## src/rtl/cache_mem_arbiter_if.sv

```systemverilog
// Signal bundle between the two caches, the shared memory port and the arbiter.
// The arbiter takes the slave view; the caches and memory together take the master view.
interface cache_mem_arbiter_if;
    // Instruction cache side
    logic        iREN;
    logic [31:0] iaddr;
    logic [31:0] iload;
    logic        iwait;

    // Data cache side
    logic        dREN;
    logic        dWEN;
    logic [31:0] daddr;
    logic [31:0] dstore;
    logic [31:0] dload;
    logic        dwait;

    // Shared memory port
    logic        ram_ren;
    logic        ram_wen;
    logic [31:0] ram_addr;
    logic [31:0] ram_store;
    logic [31:0] ram_load;
    logic        ram_ready;

    logic        busy;

    modport slave (
        input  iREN, iaddr,
        output iload, iwait,
        input  dREN, dWEN, daddr, dstore,
        output dload, dwait,
        output ram_ren, ram_wen, ram_addr, ram_store,
        input  ram_load, ram_ready,
        output busy
    );

    modport master (
        output iREN, iaddr,
        input  iload, iwait,
        output dREN, dWEN, daddr, dstore,
        input  dload, dwait,
        input  ram_ren, ram_wen, ram_addr, ram_store,
        output ram_load, ram_ready,
        input  busy
    );
endinterface

```

## src/rtl/cache_mem_arbiter.sv

```systemverilog
// Grants the single memory port to the instruction or data cache, data first,
// with a starvation counter that forces an instruction grant after STARVE_LIMIT data completions.
module cache_mem_arbiter #(
    parameter int STARVE_LIMIT = 4,
    parameter int CNT_W        = 3
) (
    input  logic                CLK,
    input  logic                nRST,
    cache_mem_arbiter_if.slave  bus
);

    typedef enum logic [1:0] {
        IDLE   = 2'd0,
        ISERVE = 2'd1,
        DSERVE = 2'd2
    } state_t;

    localparam logic [CNT_W-1:0] LIMIT = CNT_W'(STARVE_LIMIT);

    state_t           state;
    logic [CNT_W-1:0] starve_cnt;
    logic             d_req;

    assign d_req = bus.dREN | bus.dWEN;

    // NOTE: state registers use non-blocking assignments so every flop samples
    // the pre-edge values; blocking here would create order-dependent simulation.
    always_ff @(posedge CLK or negedge nRST) begin
        if (!nRST) begin
            state      <= IDLE;
            starve_cnt <= '0;
        end else begin
            case (state)
                IDLE: begin
                    if (!bus.iREN) starve_cnt <= '0;

                    if (bus.iREN && starve_cnt == LIMIT) state <= ISERVE;
                    else if (d_req)                      state <= DSERVE;
                    else if (bus.iREN)                   state <= ISERVE;
                    else                                 state <= IDLE;
                end

                ISERVE: begin
                    if (bus.ram_ready) begin
                        state      <= IDLE;
                        starve_cnt <= '0;
                    end else if (!bus.iREN) begin
                        state <= IDLE;
                    end
                end

                DSERVE: begin
                    if (bus.ram_ready) begin
                        state <= IDLE;
                        if (bus.iREN && starve_cnt != LIMIT)
                            starve_cnt <= starve_cnt + 1'b1;
                    end else if (!d_req) begin
                        state <= IDLE;
                    end
                end

                default: state <= IDLE;
            endcase
        end
    end

    assign bus.busy = (state != IDLE);

    // Completion is combinational on ram_ready so the wait drops in the very
    // cycle memory finishes; a dropped request kills the strobes immediately.
    // NOTE: every output gets a default at the top of the block so no path
    // leaves one unassigned, which would otherwise infer a latch.
    always_comb begin
        bus.ram_ren   = 1'b0;
        bus.ram_wen   = 1'b0;
        bus.ram_addr  = '0;
        bus.ram_store = '0;
        bus.iwait     = 1'b1;
        bus.dwait     = 1'b1;
        bus.iload     = '0;
        bus.dload     = '0;

        case (state)
            ISERVE: begin
                bus.ram_addr = bus.iaddr;
                if (bus.iREN || bus.ram_ready) bus.ram_ren = 1'b1;
                if (bus.ram_ready) begin
                    bus.iwait = 1'b0;
                    bus.iload = bus.ram_load;
                end
            end

            DSERVE: begin
                bus.ram_addr = bus.daddr;
                if (d_req || bus.ram_ready) begin
                    if (bus.dWEN) begin
                        bus.ram_wen   = 1'b1;
                        bus.ram_store = bus.dstore;
                    end else begin
                        bus.ram_ren = 1'b1;
                    end
                end
                if (bus.ram_ready) begin
                    bus.dwait = 1'b0;
                    if (!bus.dWEN) bus.dload = bus.ram_load;
                end
            end

            default: ;
        endcase
    end

endmodule
```

## src/flat_wrapper.sv

```systemverilog
// flat-port wrapper written by rule: the top's interface ports become plain ports
module cache_mem_arbiter_flat 
#(
    parameter int STARVE_LIMIT = 4,
    parameter int CNT_W        = 3
)
  (CLK, nRST, bus_iREN, bus_iaddr, bus_iload, bus_iwait, bus_dREN, bus_dWEN, bus_daddr, bus_dstore, bus_dload, bus_dwait, bus_ram_ren, bus_ram_wen, bus_ram_addr, bus_ram_store, bus_ram_load, bus_ram_ready, bus_busy);
  cache_mem_arbiter_if bus_i ();
  input  logic CLK;
  input  logic nRST;
  input wire logic [$bits(bus_i.iREN)-1:0] bus_iREN;
  input wire logic [$bits(bus_i.iaddr)-1:0] bus_iaddr;
  output wire logic [$bits(bus_i.iload)-1:0] bus_iload;
  output wire logic [$bits(bus_i.iwait)-1:0] bus_iwait;
  input wire logic [$bits(bus_i.dREN)-1:0] bus_dREN;
  input wire logic [$bits(bus_i.dWEN)-1:0] bus_dWEN;
  input wire logic [$bits(bus_i.daddr)-1:0] bus_daddr;
  input wire logic [$bits(bus_i.dstore)-1:0] bus_dstore;
  output wire logic [$bits(bus_i.dload)-1:0] bus_dload;
  output wire logic [$bits(bus_i.dwait)-1:0] bus_dwait;
  output wire logic [$bits(bus_i.ram_ren)-1:0] bus_ram_ren;
  output wire logic [$bits(bus_i.ram_wen)-1:0] bus_ram_wen;
  output wire logic [$bits(bus_i.ram_addr)-1:0] bus_ram_addr;
  output wire logic [$bits(bus_i.ram_store)-1:0] bus_ram_store;
  input wire logic [$bits(bus_i.ram_load)-1:0] bus_ram_load;
  input wire logic [$bits(bus_i.ram_ready)-1:0] bus_ram_ready;
  output wire logic [$bits(bus_i.busy)-1:0] bus_busy;
  assign bus_i.iREN = bus_iREN;
  assign bus_i.iaddr = bus_iaddr;
  assign bus_iload = bus_i.iload;
  assign bus_iwait = bus_i.iwait;
  assign bus_i.dREN = bus_dREN;
  assign bus_i.dWEN = bus_dWEN;
  assign bus_i.daddr = bus_daddr;
  assign bus_i.dstore = bus_dstore;
  assign bus_dload = bus_i.dload;
  assign bus_dwait = bus_i.dwait;
  assign bus_ram_ren = bus_i.ram_ren;
  assign bus_ram_wen = bus_i.ram_wen;
  assign bus_ram_addr = bus_i.ram_addr;
  assign bus_ram_store = bus_i.ram_store;
  assign bus_i.ram_load = bus_ram_load;
  assign bus_i.ram_ready = bus_ram_ready;
  assign bus_busy = bus_i.busy;
  cache_mem_arbiter #(.STARVE_LIMIT(STARVE_LIMIT), .CNT_W(CNT_W)) u_core (.CLK(CLK), .nRST(nRST), .bus(bus_i));
endmodule
```

## config.mk

```make
export PLATFORM = sky130hd
export DESIGN_NAME = cache_mem_arbiter_flat
export DESIGN_NICKNAME = d
export VERILOG_FILES = /design/src/rtl/cache_mem_arbiter_if.sv /design/src/rtl/cache_mem_arbiter.sv /design/src/flat_wrapper.sv
export SDC_FILE = /design/constraint.sdc
export NUM_CORES = 1
export LEC_CHECK = 0
export ABC_CLOCK_PERIOD_IN_PS = 2200
export BUFFER_PORTS_ARGS = -buffer_cell sky130_fd_sc_hd__buf_4
export CORE_AREA = 2 2 104 106
export CTS_CLUSTER_DIAMETER = 150
export CTS_CLUSTER_SIZE = 40
export DETAILED_ROUTE_END_ITERATION = 8
export DIE_AREA = 0 0 106 108
export GPL_ROUTABILITY_DRIVEN = 0
export PLACE_DENSITY_LB_ADDON = 0.12
export SLEW_MARGIN = 20
export SYNTH_ARGS = -nofsm -noshare
export SYNTH_HDL_FRONTEND = slang
export SYNTH_SLANG_ARGS = --single-unit
export TNS_END_PERCENT = 30
```

## constraint.sdc

```tcl
create_clock -name CLK -period 2.2 [get_ports CLK]
set_input_delay 0.44 -clock CLK [delete_from_list [all_inputs] [get_ports CLK]]
set_output_delay 0.44 -clock CLK [all_outputs]
set_load 0.01 [all_outputs]
```

==> metrics.md, run 1 <==
| Metric | Value |
|---|---|
| Status | finished clean |
| Clock sinks | 5 |
| Avg Cell Area, Syn | 6.829 um^2 |
| Hold Vio Cnt, Final | 0 |
| Post-detailed-route wirelength per cell | between 15 and 20 um |
| Top cell type's share of synthesized area | 0.2463 |
| DIE WIDTH | between 100 and 150 um |
| R2R cell count | 6 |
| Worst Hold Class | primary input to async pin |
| Number of synthesized flops with an enable pin | 0 |
| Antenna violations before repair | 0 |
| VDD IR-drop max | ~500 uV |
| Antenna Cells | 0 |
| Multi-input gate area | 1355 um^2 |
| First-pass GRT wire length | roughly 13 mm |
| Synth Flop Type | dfrtp_1 |
| Global route total overflow | 0 |
| Die height | approximately 110 um |
| RSZ-0062 raised after global routing | no |
| Pin count of the biggest net entering global routing | 57 |
| Rel. slew slack | 0.7865 |
| CORE AREA | 10230 um^2 |
| Fin crit share | 0.9425 |
| FILL cells | about 1.1k |
| CP max FO | 4 |
| Slew of the pin with the lowest slew margin | ~0.32 ns |
| Worst-Skew Late Latency | 0.22 ns |
| Max clock buf depth | 2 |
| Root Buffer | clkbuf_8 |
| Ys async rst share | 1.000 |
| FF/Latch Area | roughly 130 um^2 |
| Full die area | 11450 um^2 |
| Vias in the first global route | roughly 2.4k |
| Drt first-iter violations | 119 |
| Post-layout min period | about 2.1 ns |
| Number of max-cap violations | 0 |
| DR vias/cell | roughly 4.2 |
| Port bufs | about 270 |
| Worst-path clk slew | roughly 0.03 ns |
| Synth Register Bits | 5 |
| Cell count after synthesis | about 240 |
| Area Growth Syn to Fin | 135.3% |
| Arr. time, crit path | 1.63 ns |
| CTS tree | yes |
| Wirelength, routed | 9.416 mm |
| Crit path launch type | register |
| Setup_tns | 0 ns |
| Residual DRC | 0 |
| Power Density | around 620 nW/um^2 |
| Post-Route Skew | approximately 0.00072 ns |
| Count of different cell masters after synthesis | 32 |
| Layout Cells excl Fill | ~620 |
| Setup Viol. Count Final | 0 |
| H-tree Lvls | 1 |
| Max Fclk | between 400 and 500 MHz |
| Sequential cell area fraction in the yosys report | 0.07698 |
| Yosys top cell by area | and3_1 |
| Pleak | 2.183 nW |
| DR vias | around 2.6k |
| Layout cells sized above 1 | 0.5852 |
| Placed Cells incl. Taps | roughly 620 |
| Worst endpoint required time | ~1.8 ns |
| Placed wire-length estimate | 7.674 mm |
| Worst setup EP type | output port |
| Site Rows | 37 |
| Detailed Routing Iterations Pass 1 | 4 |
| Mapped Area | about 1600 um^2 |
| Setup bufs post-CTS | 0 |
| Post-route ant nets | 0 |
| GRT Util Overall | 0.1432 |
| Initial core utilization | 0.1589 |
| YS warnings | 0 |
| IO Count | ~270 |
| Slew Viols, Final | 0 |
| TritonCTS buffer count | 3 |
| Final nets | 628 |
| Crit Path Class | register to output port |
| Syn nets | 378 |
| Top post-synthesis cells by area | and3_1, a22oi_1, and2_1 |
## cells by family after synthesis
family	synth area share
AND/OR/NAND/NOR	0.5466
multiplexers	0.01232
adder cells (fa/ha/maj)	0.04619
buffers and inverters	0.09854
flip-flops	0.07698
AO/OA/AOI/OAI	0.2194
## Yosys cell counts, types with 3 or more instances
master and count:
nor2b_1 32, dfrtp_1 5, clkbuf_1 10, nand2_1 4, and2_1 34, clkbuf_2 3, o211ai_1 3, and3_1 64
a22oi_1 32, inv_1 5, buf_2 14, ha_1 6
## flip-flops by register name, indices dropped and copies added, names as in the netlist
name,flops
u_core.state,2
u_core.starve_cnt,3
## per-stage QoR
| step | hold slack (ns) | power, mW | util | instance area [um^2] | worst slack (ns) |
|---|---|---|---|---|---|
| global route | 0.009615 | 2.573 | 0.3739 | 3825 | 0.009498 |
| floorplan | 0.1444 | 1.247 | - | 1625 | 0.4057 |
| detailed placement | 0.2458 | 2.206 | 0.3685 | 3770 | 0.3208 |
| CTS | 0.01488 | 2.383 | 0.3729 | 3815 | 0.06499 |
| global placement | 0.2489 | 2.212 | 0.3685 | 3770 | 0.3321 |
| finish | 0.01690 | 2.370 | 0.3739 | 3825 | 0.1265 |
## critical path, stage by stage, from the launching register on
cell and delay (ns):
dfrtp_1 0.39, inv_1 0.14, ha_4 0.19, inv_2 0.05, or3_1 0.36, a21boi_1 0.15, buf_4 0.14
## layout make-up
type / count / area share
Sequential cell: 5 / 0.03271
Multi-Input combinational cell: 198 / 0.3543
Clock buffer: 4 / 0.01178
Inverter: 6 / 0.005888
Timing Repair Buffer: 274 / 0.5509
Tap cell: 136 / 0.04449
## path summary, 6_finish.rpt
| kind | end | from | slack (ns) |
|---|---|---|---|
| setup / recovery | bus_ram_ren | u_core.state[0] | 0.13 |
| hold / removal | u_core.starve_cnt[1] | nRST | 0.02 |
| setup reg to reg | u_core.starve_cnt[0] | u_core.state[1] | 0.64 |
| hold reg to reg | u_core.starve_cnt[0] | u_core.starve_cnt[0] | 0.56 |
| max in group asynchronous | u_core.state[0] | nRST | 2.08 |
| min in group CLK | u_core.starve_cnt[0] | u_core.starve_cnt[0] | 0.56 |
## power by group
group          internal (mW)  leakage [nW]  switching, mW
logic                   1.07          2.09          0.980
clock network          0.124        0.0228         0.0411
registers              0.123        0.0667         0.0285
## layout by cell type, fill, tap and decap left out, types with 2 or more instances in the layout
master	synthesis	layout
buf_12	0	4
inv_1	5	5
and2_1	34	34
or3_1	2	2
a21oi_1	2	2
clkbuf_8	0	3
a22oi_1	32	32
nand2_1	4	4
nand3_1	2	2
buf_4	2	270
ha_1	6	4
nor2b_1	32	32
o211ai_1	3	3
nor2_1	2	2
and3_1	64	64
dfrtp_1	5	5
mux2i_1	2	2
## repair_timing
| action | CTS | global route |
|---|---|---|
| hold endpoints to repair | 0 | 0 |
| gates resized for setup | 0 | 1 |
| setup endpoints to repair | 0 | 33 |
| hold buffers | 0 | 0 |
## layer usage
metal  vias to the layer above  global-route usage  part of all wire
met1                      1193              0.1746              0.39
met2                        98              0.2687              0.54
met5                         -                   0                 0
met3                         4             0.02351             0.062
li1                       1340                   -                 -
met4                         0             0.02256            0.0036
Note: power is estimated with default switching activity, not from simulation.
==> inputs of run 2 (changes only) <==
ABC_CLOCK_PERIOD_IN_PS = 2670   (was 2200)
clock period = 2.67 ns   (was 2.2 ns; I/O delays follow)
==> run 2 against run 1 <==
- via count is 0.11% higher
- clock power decreased by 18%
- clock skew hardly changed
- critical path type unchanged
- largest power group unchanged
==> metrics.md, run 2 (synthesis gave the netlist of run 1 again) <==
| Metric | Value |
|---|---|
| Status | finished clean |
| Worst Hold Class | primary input to async pin |
| GRT Util Overall | 0.1442 (+0.001052) |
| Largest reg by FF count | u_core.starve_cnt |
| Crit-path slowest cell | buf_4 |
| Antenna violations before repair | 0 (unchanged) |
| H-tree Lvls | 1 (unchanged) |
| Most frequent cells in the layout | buf_4, and3_1, and2_1 |
| Post-detailed-route wirelength per cell | 15.36 um (+1.6%) |
| Max reg flops | 3 (unchanged) |
| CP max FO | 54 (+50) |
| Worst setup EP type | output port |
| Detailed Routing Iterations Pass 1 | 4 (unchanged) |
| Initial core utilization | 0.1589 (unchanged) |
| DR vias/cell | 4.241 (+0.27%) |
| DR vias | 2638 (+0.11%) |
| Full die area | 11450 um^2 (unchanged) |
| Die height | 108 um (unchanged) |
| Layout cells sized above 1 | 0.5844 (-0.0008535) |
| CORE AREA | 10230 um^2 (unchanged) |
| CP Cell Sequence | inv_1, ha_2, buf_4, a22oi_1, nor2b_1, buf_4 |
| Pre-CTS WS | 0.5039 ns (+0.1831 ns) |
| VDD IR-drop max | 339.7 uV (-33%) |
| Fin crit share | 0.8917 |
| Largest registers | u_core.starve_cnt x3, u_core.state x2 |
| Setup Viol. Count Final | 0 (unchanged) |
| Crit path launch type | register |
| Post-layout min period | ~2.4 ns |
| DIE WIDTH | 106 um (unchanged) |
| Arr. time, crit path | 1.85 ns (+0.22 ns) |
| Cell mode on critical path | buf_4 |
| Multi-input gate area | 1345 um^2 (-0.74%) |
| Post-route ant nets | 0 (unchanged) |
| Max clock buf depth | 2 (unchanged) |
| Worst endpoint required time | 2.14 ns (+0.38 ns) |
| Rel. slew slack | 0.6886 (-0.09792) |
| Worst-Skew Late Latency | 0.22 ns (about the same) |
| Pleak | 2.163 nW (-0.91%) |
| Worst-path clk slew | 0.03 ns (about the same) |
| Final nets | 627 (-0.16%) |
| Antenna Cells | 0 (unchanged) |
| Pin count of the biggest net entering global routing | 55 (-3.5%) |
| Post_cts resized | 0 (unchanged) |
| Global route total overflow | 0 (unchanged) |
| DP Area | 3712 um^2 (-1.5%) |
| Critical Path Max Stage Delay | 0.42 ns (+0.03 ns) |
| Max Fclk | 420.0 MHz |
| Commonest non-fill, non-tap cell in the layout | buf_4 |
| Power Density | 499.9 nW/um^2 (-19%) |
| Number of max-cap violations | 0 (unchanged) |
| Fin util | 0.3673 (-0.006603) |
| Vias in the first global route | 2426 (+1.9%) |
| Crit Path Class | register to output port |
| First-pass GRT wire length | 13.40 mm (+0.57%) |
| RSZ-0062 raised after global routing | no |
| Clock sinks | 5 (unchanged) |
| Area Growth Syn to Fin | 131.2% |
| Hold-fix buffers, CTS | 0 (unchanged) |
| Placed Cells incl. Taps | 618 (-0.16%) |
| Slew Viols, Final | 0 (unchanged) |
| TritonCTS buffer count | 3 (unchanged) |
| Setup_tns | 0 ns (unchanged) |
| Placed wire-length estimate | 7.861 mm (+2.4%) |
| Drt first-iter violations | 139 (+17%) |
| Hold Vio Cnt, Final | 0 (unchanged) |
| IO Count | 267 (unchanged) |
| Layout Cells excl Fill | 622 (-0.16%) |
| Site Rows | 37 (unchanged) |
| CTS tree | yes |
| Slew of the pin with the lowest slew margin | 0.4671 ns (+0.1469 ns) |
| Post-Route Skew | 0.001051 ns (+0.0003271 ns) |
| FILL cells | 1114 (+1.5%) |
| Root Buffer | clkbuf_8 |
| Finished Cell Area | 3757 um^2 (-1.8%) |
| Setup ws final | 0.2893 ns (+0.1628 ns) |
| Port bufs | 266 (unchanged) |
| Residual DRC | 0 (unchanged) |
| Setup bufs post-CTS | 0 (unchanged) |
| Wirelength, routed | 9.551 mm (+1.4%) |
| FF/Latch Area | 125.1 um^2 (unchanged) |
-- run 2: final cells by class --
cell class	count	share of cell area
timing repair buffer	273	0.5455
multi-input combinational	198	0.3580
sequential	5	0.03330
inverter	6	0.005994
tap	136	0.04529
clock buffer	4	0.01199
-- run 2: final timing paths --
| check | cells after the start | from | slack [ns] | endpoint |
|---|---|---|---|---|
| max | 6 | u_core.state[0] | 0.29 | bus_ram_addr[8] |
| min | 1 | nRST | 0.11 | u_core.starve_cnt[1] |
| max reg2reg | 6 | u_core.state[0] | 0.83 | u_core.state[0] |
| min reg2reg | 1 | u_core.starve_cnt[0] | 0.56 | u_core.starve_cnt[0] |
| max in group asynchronous | 1 | nRST | 2.45 | u_core.state[1] |
| min in group CLK | 1 | u_core.starve_cnt[0] | 0.56 | u_core.starve_cnt[0] |
-- run 2: per-layer routing --
layer | global-route usage | share of wire
met1 | 0.1653 | 0.38
met2 | 0.2829 | 0.55
met3 | 0.02592 | 0.069
met4 | 0.02162 | 0.0064
met5 | 0 | 0
-- run 2: worst max-delay path: cells and delay by family, from the launching register on --
kind	cells	cell delay, ns
buffers and inverters	3	0.67
flip-flops	1	0.39
adder cells (fa/ha/maj)	1	0.23
AO/OA/AOI/OAI	1	0.18
AND/OR/NAND/NOR	1	0.14
-- run 2: through the flow --
stage               total power, mW  hold WS (ns)
finish                        1.878        0.1129
global route                  2.044        0.1093
CTS                           1.913        0.1083
detailed placement            1.770        0.3418
global placement              1.759        0.3408
floorplan                     1.027        0.2384
-- run 2: power by group --
group | leakage [nW] | total (mW) | internal [mW] | switching, mW
Sequential | 0.0667 | 0.121 | 0.101 | 0.0204
Clock | 0.0228 | 0.135 | 0.102 | 0.0331
Combinational | 2.07 | 1.62 | 0.830 | 0.792
Total | 2.16 | 1.88 | 1.03 | 0.845
==> inputs of run 3 (changes only) <==
ABC_CLOCK_PERIOD_IN_PS = 3000   (was 2670)
clock period = 3 ns   (was 2.67 ns; I/O delays follow)
==> run 3 against run 2 <==
- first-iteration DRC count fell by 5.8%
- register-to-register slack improved by 0.27 ns
- routed wire length fell by 0.49%
- power fell by 9.6%
==> metrics.md, run 3 (synthesis gave the netlist of run 1 again) <==
| Metric | Value |
|---|---|
| Status | finished clean |
| Max clock buf depth | 2 (unchanged) |
| Hold Vio Cnt, Final | 0 (unchanged) |
| Detailed Routing Iterations Pass 1 | 4 (unchanged) |
| DIE WIDTH | 106 um (unchanged) |
| Clock sinks | 5 (unchanged) |
| Final nets | 625 (-0.32%) |
| Setup_tns | 0 ns (unchanged) |
| R2r endpoint | u_core.state[1] |
| TritonCTS buffer count | 3 (unchanged) |
| Largest reg by FF count | u_core.starve_cnt |
| Number of max-cap violations | 0 (unchanged) |
| Most frequent cells in the layout | buf_4, and3_1, and2_1 |
| Cell mode on critical path | buf_4 |
| H-tree Lvls | 1 (unchanged) |
| Arr. time, crit path | 2.06 ns (+0.21 ns) |
| IO Count | 267 (unchanged) |
| Power Density | 450.9 nW/um^2 (-9.8%) |
| FILL cells | 1099 (-1.3%) |
| First-pass GRT wire length | 13.63 mm (+1.8%) |
| Hold-fix buffers, CTS | 0 (unchanged) |
| Post-detailed-route wirelength per cell | 15.33 um (-0.17%) |
| Pre-CTS WS | 0.5350 ns (+0.03109 ns) |
| Max Fclk | approximately 380 MHz |
| Worst Path Buf+Inv | 3 (unchanged) |
| DR vias | 2652 (+0.53%) |
| Die height | 108 um (unchanged) |
| Crit path launch type | register |
| DR vias/cell | 4.277 (+0.85%) |
| Pin count of the biggest net entering global routing | 55 (unchanged) |
| Rel. slew slack | 0.6899 (+0.001322) |
| Worst endpoint required time | 2.40 ns (+0.26 ns) |
| Worst-path clk slew | 0.03 ns (about the same) |
| Crit-path slowest cell | ha_2 |
| Commonest non-fill, non-tap cell in the layout | buf_4 |
| Fin util | 0.3682 (+0.0009780) |
| Post_cts resized | 0 (unchanged) |
| Worst Hold Class | primary input to async pin |
| CORE AREA | 10230 um^2 (unchanged) |
| GRT Util Overall | 0.1472 (+0.002991) |
| CP max FO | 32 (-41%) |
| Pleak | 2.160 nW (-0.13%) |
| Drt first-iter violations | 131 (-5.8%) |
| Slew Viols, Final | 0 (unchanged) |
| VDD IR-drop max | 233.0 uV (-31%) |
| Setup bufs post-CTS | 0 (unchanged) |
| Placed wire-length estimate | 7.736 mm (-1.6%) |
| Post-route ant nets | 0 (unchanged) |
| Vias in the first global route | 2463 (+1.5%) |
| Largest registers | u_core.starve_cnt x3, u_core.state x2 |
| Multi-input gate area | 1345 um^2 (unchanged) |
| Area Growth Syn to Fin | 131.8% |
| Root Buffer | clkbuf_8 |
| Worst setup EP type | output port |
| Worst-Skew Late Latency | 0.22 ns (about the same) |
| Slew of the pin with the lowest slew margin | 0.4651 ns (-0.001984 ns) |
| Initial core utilization | 0.1589 (unchanged) |
| Max reg flops | 3 (unchanged) |
| Port bufs | 266 (unchanged) |
| Layout cells sized above 1 | 0.5826 (-0.001718) |
| Fin crit share | 0.8872 |
| Setup ws final | 0.3384 ns (+0.04911 ns) |
| Post-Route Skew | 0.0002870 ns (-0.0007637 ns) |
| FF/Latch Area | 125.1 um^2 (unchanged) |
| Residual DRC | 0 (unchanged) |
| Setup Viol. Count Final | 0 (unchanged) |
| Antenna violations before repair | 0 (unchanged) |
| Post-layout min period | between 2 and 3 ns |
| Full die area | 11450 um^2 (unchanged) |
| RSZ-0062 raised after global routing | no |
| Site Rows | 37 (unchanged) |
| CTS tree | yes |
| FF-to-FF setup slack | 1.10 ns (+0.27 ns) |
| Global route total overflow | 0 (unchanged) |
| R2R cell count | 6 (unchanged) |
| Top delay family on crit path | buffers and inverters |
| Critical Path Max Stage Delay | 0.48 ns (+0.06 ns) |
| Worst path depth | 7 (+1) |
| Wirelength, routed | 9.504 mm (-0.49%) |
| CP Cell Sequence | inv_1, ha_2, nand2_1, nor2_2, buf_4, and2_1, buf_4 |
| Reg2reg start | u_core.state[0] |
| Crit Path Class | register to output port |
| Antenna Cells | 0 (unchanged) |
-- run 3: cell count changes in the layout (fill, tap and decap cells not counted) --
| cell | before | now |
|---|---|---|
| buf_4 | 273 | 269 |
| buf_12 | 0 | 2 |
-- run 3: cell type report --
type / instances / area share
Sequential cell: 5 / 0.03321
Inverter: 6 / 0.005978
Clock buffer: 4 / 0.01196
Multi-Input combinational cell: 198 / 0.3570
Timing Repair Buffer: 271 / 0.5467
Tap cell: 136 / 0.04517
-- run 3: power by group --
group          total [mW]  leakage [nW]  switching [mW]  internal [mW]
sequential          0.107        0.0667          0.0172         0.0900
combinational        1.47          2.07           0.709          0.757
clock               0.125        0.0228          0.0338         0.0913
total                1.70          2.16           0.760          0.938
-- run 3: per-layer routing --
metal / routed length [um] / track usage / vias to the layer above
met4: 72 / 0.02444 / 0
met5: 0 / 0 / -
met1: 3726 / 0.1687 / 1201
li1: - / - / 1337
met2: 5148 / 0.2922 / 107
met3: 556 / 0.02049 / 7
-- run 3: per-stage QoR --
stage | hold slack (ns) | instance area, um^2 | instances | power [mW]
after floorplan | 0.3044 | 1625 | 238 | 0.9142
after global placement | 0.4084 | 3722 | 616 | 1.591
after detailed placement | 0.4078 | 3722 | 616 | 1.599
after CTS | 0.1729 | 3767 | 620 | 1.727
after global routing | 0.1723 | 3767 | 620 | 1.849
final | 0.1724 | 3767 | 620 | 1.699
-- run 3: worst max path at each step --
stage	from	end
floorplan	u_core.state[0]	bus_ram_ren
global placement	u_core.state[0]	bus_dload[12]
detailed placement	u_core.state[0]	bus_dload[12]
CTS	u_core.state[0]	bus_dload[12]
global route	u_core.state[0]	bus_dload[16]
finish	u_core.state[0]	bus_dload[16]
